File: src/rtl/dmem_access_ctrl.sv
// Load/store sequencer between the core and a multi-cycle word-organised data memory.
// Optional DMEM_MISALIGN_SPLIT_EN: misaligned accesses become two memory beats instead of an error.
module dmem_access_ctrl #(
  parameter int unsigned TIMEOUT_CYCLES = 64,
  parameter int unsigned CNT_W          = 7
) (
  input  logic        clk,
  input  logic        rst,
  input  logic        req_valid,
  input  logic        req_we,
  input  logic [2:0]  req_funct3,
  input  logic [31:0] req_addr,
  input  logic [31:0] req_wdata,
  output logic        stall,
  output logic        rsp_valid,
  output logic [31:0] rsp_rdata,
  output logic        rsp_err,
  output logic        mem_req,
  output logic        mem_we,
  output logic [31:0] mem_addr,
  output logic [31:0] mem_wdata,
  output logic [3:0]  mem_mask,
  input  logic        mem_gnt,
  input  logic        mem_rvalid,
  input  logic [31:0] mem_rdata
);

  typedef enum logic [2:0] {S_IDLE, S_REQ, S_WAIT, S_REQ2, S_WAIT2, S_DONE} state_e;

  localparam logic [CNT_W-1:0] CNT_LAST = CNT_W'(TIMEOUT_CYCLES - 1);

  state_e            state_q, state_d;
  logic              we_q, we_d, split_q, split_d;
  logic [2:0]        funct3_q, funct3_d;
  logic [1:0]        off_q, off_d;
  logic [CNT_W-1:0]  cnt_q, cnt_d;
  logic              mem_we_q, mem_we_d;
  logic [31:0]       mem_addr_q, mem_addr_d, mem_wdata_q, mem_wdata_d;
  logic [3:0]        mem_mask_q, mem_mask_d, hi_mask_q, hi_mask_d;
  logic [31:0]       hi_wdata_q, hi_wdata_d, lo_rdata_q, lo_rdata_d;
  logic [31:0]       rsp_rdata_q, rsp_rdata_d;
  logic              rsp_err_q, rsp_err_d;

  logic [3:0]  size_mask;
  logic [7:0]  lane_mask;
  logic [63:0] wdata_sh;
  logic        legal, crosses;
  logic [31:0] beat_lo, beat_hi, raw, load_ext;

  // Lanes are computed over an 8-byte window so a word-crossing access falls out as the high nibble.
  always_comb begin
    case (req_funct3[1:0])
      2'd0:    size_mask = 4'b0001;
      2'd1:    size_mask = 4'b0011;
      default: size_mask = 4'b1111;
    endcase
    lane_mask = {4'b0000, size_mask} << req_addr[1:0];
    wdata_sh  = {32'h0, req_wdata} << {req_addr[1:0], 3'b000};
    crosses   = |lane_mask[7:4];
    if (req_we) legal = (req_funct3 < 3'd3);
    else        legal = (req_funct3 != 3'd3) && (req_funct3 < 3'd6);
  end

  always_comb begin
    if (state_q == S_WAIT2) begin
      beat_lo = lo_rdata_q;
      beat_hi = mem_rdata;
    end else begin
      beat_lo = mem_rdata;
      beat_hi = '0;
    end
    raw = 32'({beat_hi, beat_lo} >> {off_q, 3'b000});
    case (funct3_q)
      3'd0:    load_ext = {{24{raw[7]}}, raw[7:0]};
      3'd1:    load_ext = {{16{raw[15]}}, raw[15:0]};
      3'd4:    load_ext = {24'h0, raw[7:0]};
      3'd5:    load_ext = {16'h0, raw[15:0]};
      default: load_ext = raw;
    endcase
  end

  always_comb begin
    state_d     = state_q;
    we_d        = we_q;
    split_d     = split_q;
    funct3_d    = funct3_q;
    off_d       = off_q;
    cnt_d       = cnt_q;
    mem_we_d    = mem_we_q;
    mem_addr_d  = mem_addr_q;
    mem_wdata_d = mem_wdata_q;
    mem_mask_d  = mem_mask_q;
    hi_mask_d   = hi_mask_q;
    hi_wdata_d  = hi_wdata_q;
    lo_rdata_d  = lo_rdata_q;
    rsp_rdata_d = rsp_rdata_q;
    rsp_err_d   = rsp_err_q;
    stall       = 1'b0;
    rsp_valid   = 1'b0;
    mem_req     = 1'b0;
    case (state_q)
      S_IDLE: begin
        stall = req_valid;
        if (req_valid) begin
          we_d        = req_we;
          funct3_d    = req_funct3;
          off_d       = req_addr[1:0];
          split_d     = 1'b0;
          rsp_rdata_d = '0;
          rsp_err_d   = 1'b0;
          mem_we_d    = req_we;
          mem_addr_d  = {req_addr[31:2], 2'b00};
          mem_wdata_d = wdata_sh[31:0];
          mem_mask_d  = lane_mask[3:0];
          hi_wdata_d  = wdata_sh[63:32];
          hi_mask_d   = lane_mask[7:4];
          state_d     = S_REQ;
          if (!legal) begin
            state_d   = S_DONE;
            rsp_err_d = 1'b1;
          end else if (crosses) begin
`ifdef DMEM_MISALIGN_SPLIT_EN
            split_d   = 1'b1;
`else
            state_d   = S_DONE;
            rsp_err_d = 1'b1;
`endif
          end
        end
      end
      S_REQ, S_REQ2: begin
        stall   = 1'b1;
        mem_req = 1'b1;
        if (mem_gnt) begin
          state_d = (state_q == S_REQ) ? S_WAIT : S_WAIT2;
          cnt_d   = '0;
        end
      end
      S_WAIT, S_WAIT2: begin
        stall = 1'b1;
        if (mem_rvalid) begin
          if (state_q == S_WAIT && split_q) begin
            lo_rdata_d  = mem_rdata;
            mem_addr_d  = mem_addr_q + 32'd4;
            mem_mask_d  = hi_mask_q;
            mem_wdata_d = hi_wdata_q;
            state_d     = S_REQ2;
          end else begin
            rsp_rdata_d = we_q ? '0 : load_ext;
            state_d     = S_DONE;
          end
        end else if (cnt_q == CNT_LAST) begin
          rsp_rdata_d = '0;
          rsp_err_d   = 1'b1;
          state_d     = S_DONE;
        end else begin
          cnt_d = cnt_q + CNT_W'(1);
        end
      end
      S_DONE: begin
        rsp_valid = 1'b1;
        state_d   = S_IDLE;
      end
      default: state_d = S_IDLE;
    endcase
  end

  always_ff @(posedge clk) begin
    if (rst) begin
      state_q     <= S_IDLE;
      we_q        <= 1'b0;
      split_q     <= 1'b0;
      funct3_q    <= '0;
      off_q       <= '0;
      cnt_q       <= '0;
      mem_we_q    <= 1'b0;
      mem_addr_q  <= '0;
      mem_wdata_q <= '0;
      mem_mask_q  <= '0;
      hi_mask_q   <= '0;
      hi_wdata_q  <= '0;
      lo_rdata_q  <= '0;
      rsp_rdata_q <= '0;
      rsp_err_q   <= 1'b0;
    end else begin
      state_q     <= state_d;
      we_q        <= we_d;
      split_q     <= split_d;
      funct3_q    <= funct3_d;
      off_q       <= off_d;
      cnt_q       <= cnt_d;
      mem_we_q    <= mem_we_d;
      mem_addr_q  <= mem_addr_d;
      mem_wdata_q <= mem_wdata_d;
      mem_mask_q  <= mem_mask_d;
      hi_mask_q   <= hi_mask_d;
      hi_wdata_q  <= hi_wdata_d;
      lo_rdata_q  <= lo_rdata_d;
      rsp_rdata_q <= rsp_rdata_d;
      rsp_err_q   <= rsp_err_d;
    end
  end

  assign mem_we    = mem_we_q;
  assign mem_addr  = mem_addr_q;
  assign mem_wdata = mem_wdata_q;
  assign mem_mask  = mem_mask_q;
  assign rsp_rdata = rsp_rdata_q;
  assign rsp_err   = rsp_err_q;

endmodule
File: config.mk
export PLATFORM = sky130hd
export DESIGN_NAME = dmem_access_ctrl
export DESIGN_NICKNAME = d
export VERILOG_FILES = /design/src/rtl/dmem_access_ctrl.sv
export SDC_FILE = /design/constraint.sdc
export NUM_CORES = 1
export LEC_CHECK = 0
export BUFFER_PORTS_ARGS = -buffer_cell sky130_fd_sc_hd__buf_2
export CAP_MARGIN = 10
export CORE_MARGIN = 10
export CORE_UTILIZATION = 49
export CTS_CLUSTER_SIZE = 10
export DETAILED_ROUTE_END_ITERATION = 8
export GPL_TIMING_DRIVEN = 0
export HOLD_SLACK_MARGIN = 0.03
export PLACE_DENSITY = 0.82
export SETUP_SLACK_MARGIN = 0.4
export SLEW_MARGIN = 20
export SYNTH_ARGS = -nofsm -noshare
export SYNTH_HDL_FRONTEND = slang
export SYNTH_SLANG_ARGS = --single-unit
File: constraint.sdc
create_clock -name clk -period 2.7 [get_ports clk]
set_input_delay 0.405 -clock clk [delete_from_list [all_inputs] [get_ports clk]]
set_output_delay 0.405 -clock clk [all_outputs]
set_load 0.01 [all_outputs]
==> results.yml <==
status:
  outcome: "finished, final reports clean"
cts:
  cts_sinks: 115
  hold_buffers: 0
  cts_root_buf: "clkbuf_16"
  clk_pin_slew_ns: 0.06
  cts_tree: "yes"
  htreeDepth: 4
  numCtsBuffers: 17
  clock_path_buffers: 2
  clock_latency_ns: 0.42
sta:
  drv_slew: 0
  fin_crit_sh_pct: 83.8
  fmax_ghz: 0.442
  tightest_slew_ns: 0.975
  rsz0062_at_grt: "yes"
  hold_viol: 0
  setup_viol: 0
  fin_skew_ns: 0.0103
  post-route-min-period_ns: 2.26
  max_slew_margin_pct: 34.8
  fin_tns_setup_ns: 0
yosys:
  synth_ff_type: "dfxtp_1"
  ys_seq_area_share_pct: 41.5
  postSynthAreaPerCell_sq_um: 8.33
  yosysUniqueCellTypes: 57
  yosys_warnings: 0
  synth-seq-cells: 115
  async_flop_share_pct: 0
  syn_inst: 666
  synth-edff-count: 0
  netlist_area_sq_um: 5550
grt:
  use_met2_pct: 37.2
  grt_use_met1_pct: 27.4
  grt_max_degree: 17
  grt_pass1_wl_um: 31500
  grt_antenna_before_repair: 2
  track_usage_pct: 24.1
  grt_pass1_vias: 5994
  met3_usage_pct: 12.6
  grt.overflow.total: 0
  top_usage_layer: "met2"
detailed_routing:
  first_iter_violations: 701
  dr.pass1.iters: 6
  wl_um: 20200
  ant_nets: 0
  dr_total_vias: 6167
  avgRoutedWirePerCell_um: 19.2
  via_per_inst: 5.87
  drc_errors: 0
finish:
  drive_above_1_share_pct: 30.9
  area_growth_pct: 33.9
  final_cell_count_no_fill: 1050
  fin_nets: 1002
die:
  core-area_sq_um: 11000
  die_y_um: 126
  fp-row-count: 38
  die_w_um: 126
  num_io_pins: 210
  dieArea_sq_um: 16000
  initial_core_util_pct: 50.5
placed_design:
  dp_hpwl_um: 15200
  portBuffers: 207
  post-place-cells: 1014
  gp_congestion: 0.946
setup_path:
  crit_required_ns: 3.05
  critical_path.max_fanout: 10
  cp_data_arrival_time_ns: 2.61
  end_kind: "flip-flop"
  reg2reg_slack_ns: 0.44
  critPathKind: "flip-flop to flip-flop"
  cp-start-kind: "flip-flop"
job:
  maxCapViolCount: 0
worst_hold_path:
  hold_path_class: "input pin to flip-flop"
power:
  finalPower_w: 0.00550
  power-per-cell-area_nw_per_um2: 741
  p_leak_nw: 3.18
  peakVddDrop_mv: 0.715
==> kinds of logic (layout without fill, tap and decap cells) <==
| logic type | after synthesis | after routing | synth area share, % |
|---|---|---|---|
| and+or+nand+nor | 239 | 239 | 19.6 |
| DFF | 115 | 115 | 41.5 |
| other | 1 | 3 | 0.0676 |
| AOI/OAI and AO/OA | 201 | 201 | 25.0 |
| adders and majority gates | 1 | 1 | 0.226 |
| buffers and inverters | 65 | 307 | 5.01 |
| muxes | 44 | 44 | 8.51 |
==> cells in the mapped netlist, types with 2 or more instances <==
library cell    n  area, sq um
nand3_1        18         90.1
buf_1           5         18.8
and2_1          2         12.5
nand3b_1        2         15.0
a211oi_1       18          135
a22oi_1         8         60.1
nand2b_1        3         18.8
buf_4           2         15.0
nor2_1         57          214
a21boi_0        3         22.5
o21ai_0         7         35.0
a32oi_1         7         61.3
buf_6           2         22.5
nand2_1       106          398
clkbuf_1       41          154
clkinv_1        2         7.51
o31ai_1         9         67.6
a22o_1         16          140
nor3b_1         8         60.1
inv_1           4         15.0
o221ai_1        8         70.1
o211ai_1        9         67.6
a21oi_1        73          365
mux2_2         15          169
nor3_1         22          110
a221oi_1       15          131
mux2i_1        28          280
nor2b_1        10         62.6
dfxtp_1       115         2300
or3_1           3         18.8
buf_2           9         45.0
a31oi_1        14         87.6
==> cells in the final DEF (no fill, tap or decap), types with 10 or more instances in the layout <==
cell type  Yosys  final
a211oi_1      18     18
a21oi_1       73     73
a221oi_1      15     15
a22o_1        16     16
a31oi_1       14     14
buf_2          9    215
clkbuf_1      41     41
clkbuf_16      0     17
dfxtp_1      115    115
mux2_2        15     15
mux2i_1       28     28
nand2_1      106    106
nand3_1       18     18
nor2_1        57     57
nor2b_1       10     10
nor3_1        22     21
==> registers in the layout (all words and copies together) (netlist names) <==
signal,cells
cnt_q,7
funct3_q,3
mem_addr,30
mem_mask,4
mem_wdata,32
mem_we,1
off_q,2
rsp_err,1
rsp_rdata,32
state_q,3
==> per-layer routing <==
layer  routed length (um)  share of wire, %
met1                 7840                39
met2                 9060                45
met3                 2750                14
met4                  544               2.7
met5                    0                 0
==> worst max-delay path, stage by stage (launching register included) <==
cell	delay, ns
dfxtp_1	0.35
buf_6	0.14
nor3b_2	0.46
clkbuf_1	0.44
a221oi_1	0.13
o31ai_1	0.44
a22oi_1	0.13
nor2_1	0.11
==> worst paths after layout <==
check / from / end / cells past startpoint
hold reg to reg: mem_addr[19] / mem_addr[19] / 2
hold / removal: req_addr[25] / mem_addr[25] / 3
setup reg to reg: state_q[2] / rsp_rdata[11] / 7
setup / recovery: state_q[2] / rsp_rdata[11] / 7
==> what timing repair did <==
action,4_1_cts,5_1_grt
resized for setup,1,6
endpoints found under the setup margin,10,29
pin swaps,0,2
setup buffers,0,3
==> final cells by class <==
class	count	area, sq um
fill	935	3560
multi-input combinational	487	2990
sequential	115	2300
timing repair buffer	210	1060
clock buffer	20	457
buffer	59	260
tap	140	175
clock inverter	12	156
inverter	6	22.5
antenna	1	2.50
==> metrics by stage <==
step / hold slack, ns / instance area (sq um) / setup slack [ns] / utilization, %
after floorplan: 0.451 / 5550 / 0.688 / -
after global placement: 0.437 / 6760 / 0.327 / 61.6
after detailed placement: 0.441 / 6760 / 0.319 / 61.6
after CTS: 0.208 / 7380 / 0.416 / 67.2
after global routing: 0.220 / 7420 / 0.348 / 67.6
final: 0.224 / 7420 / 0.437 / 67.6
==> report_power, final <==
group / switching (W) / internal (W)
logic: 0.000814 / 0.000468
clock network: 0.000808 / 0.00150
registers: 0.0000733 / 0.00184
total: 0.00170 / 0.00380
Note: power is estimated with default switching activity, not from simulation.
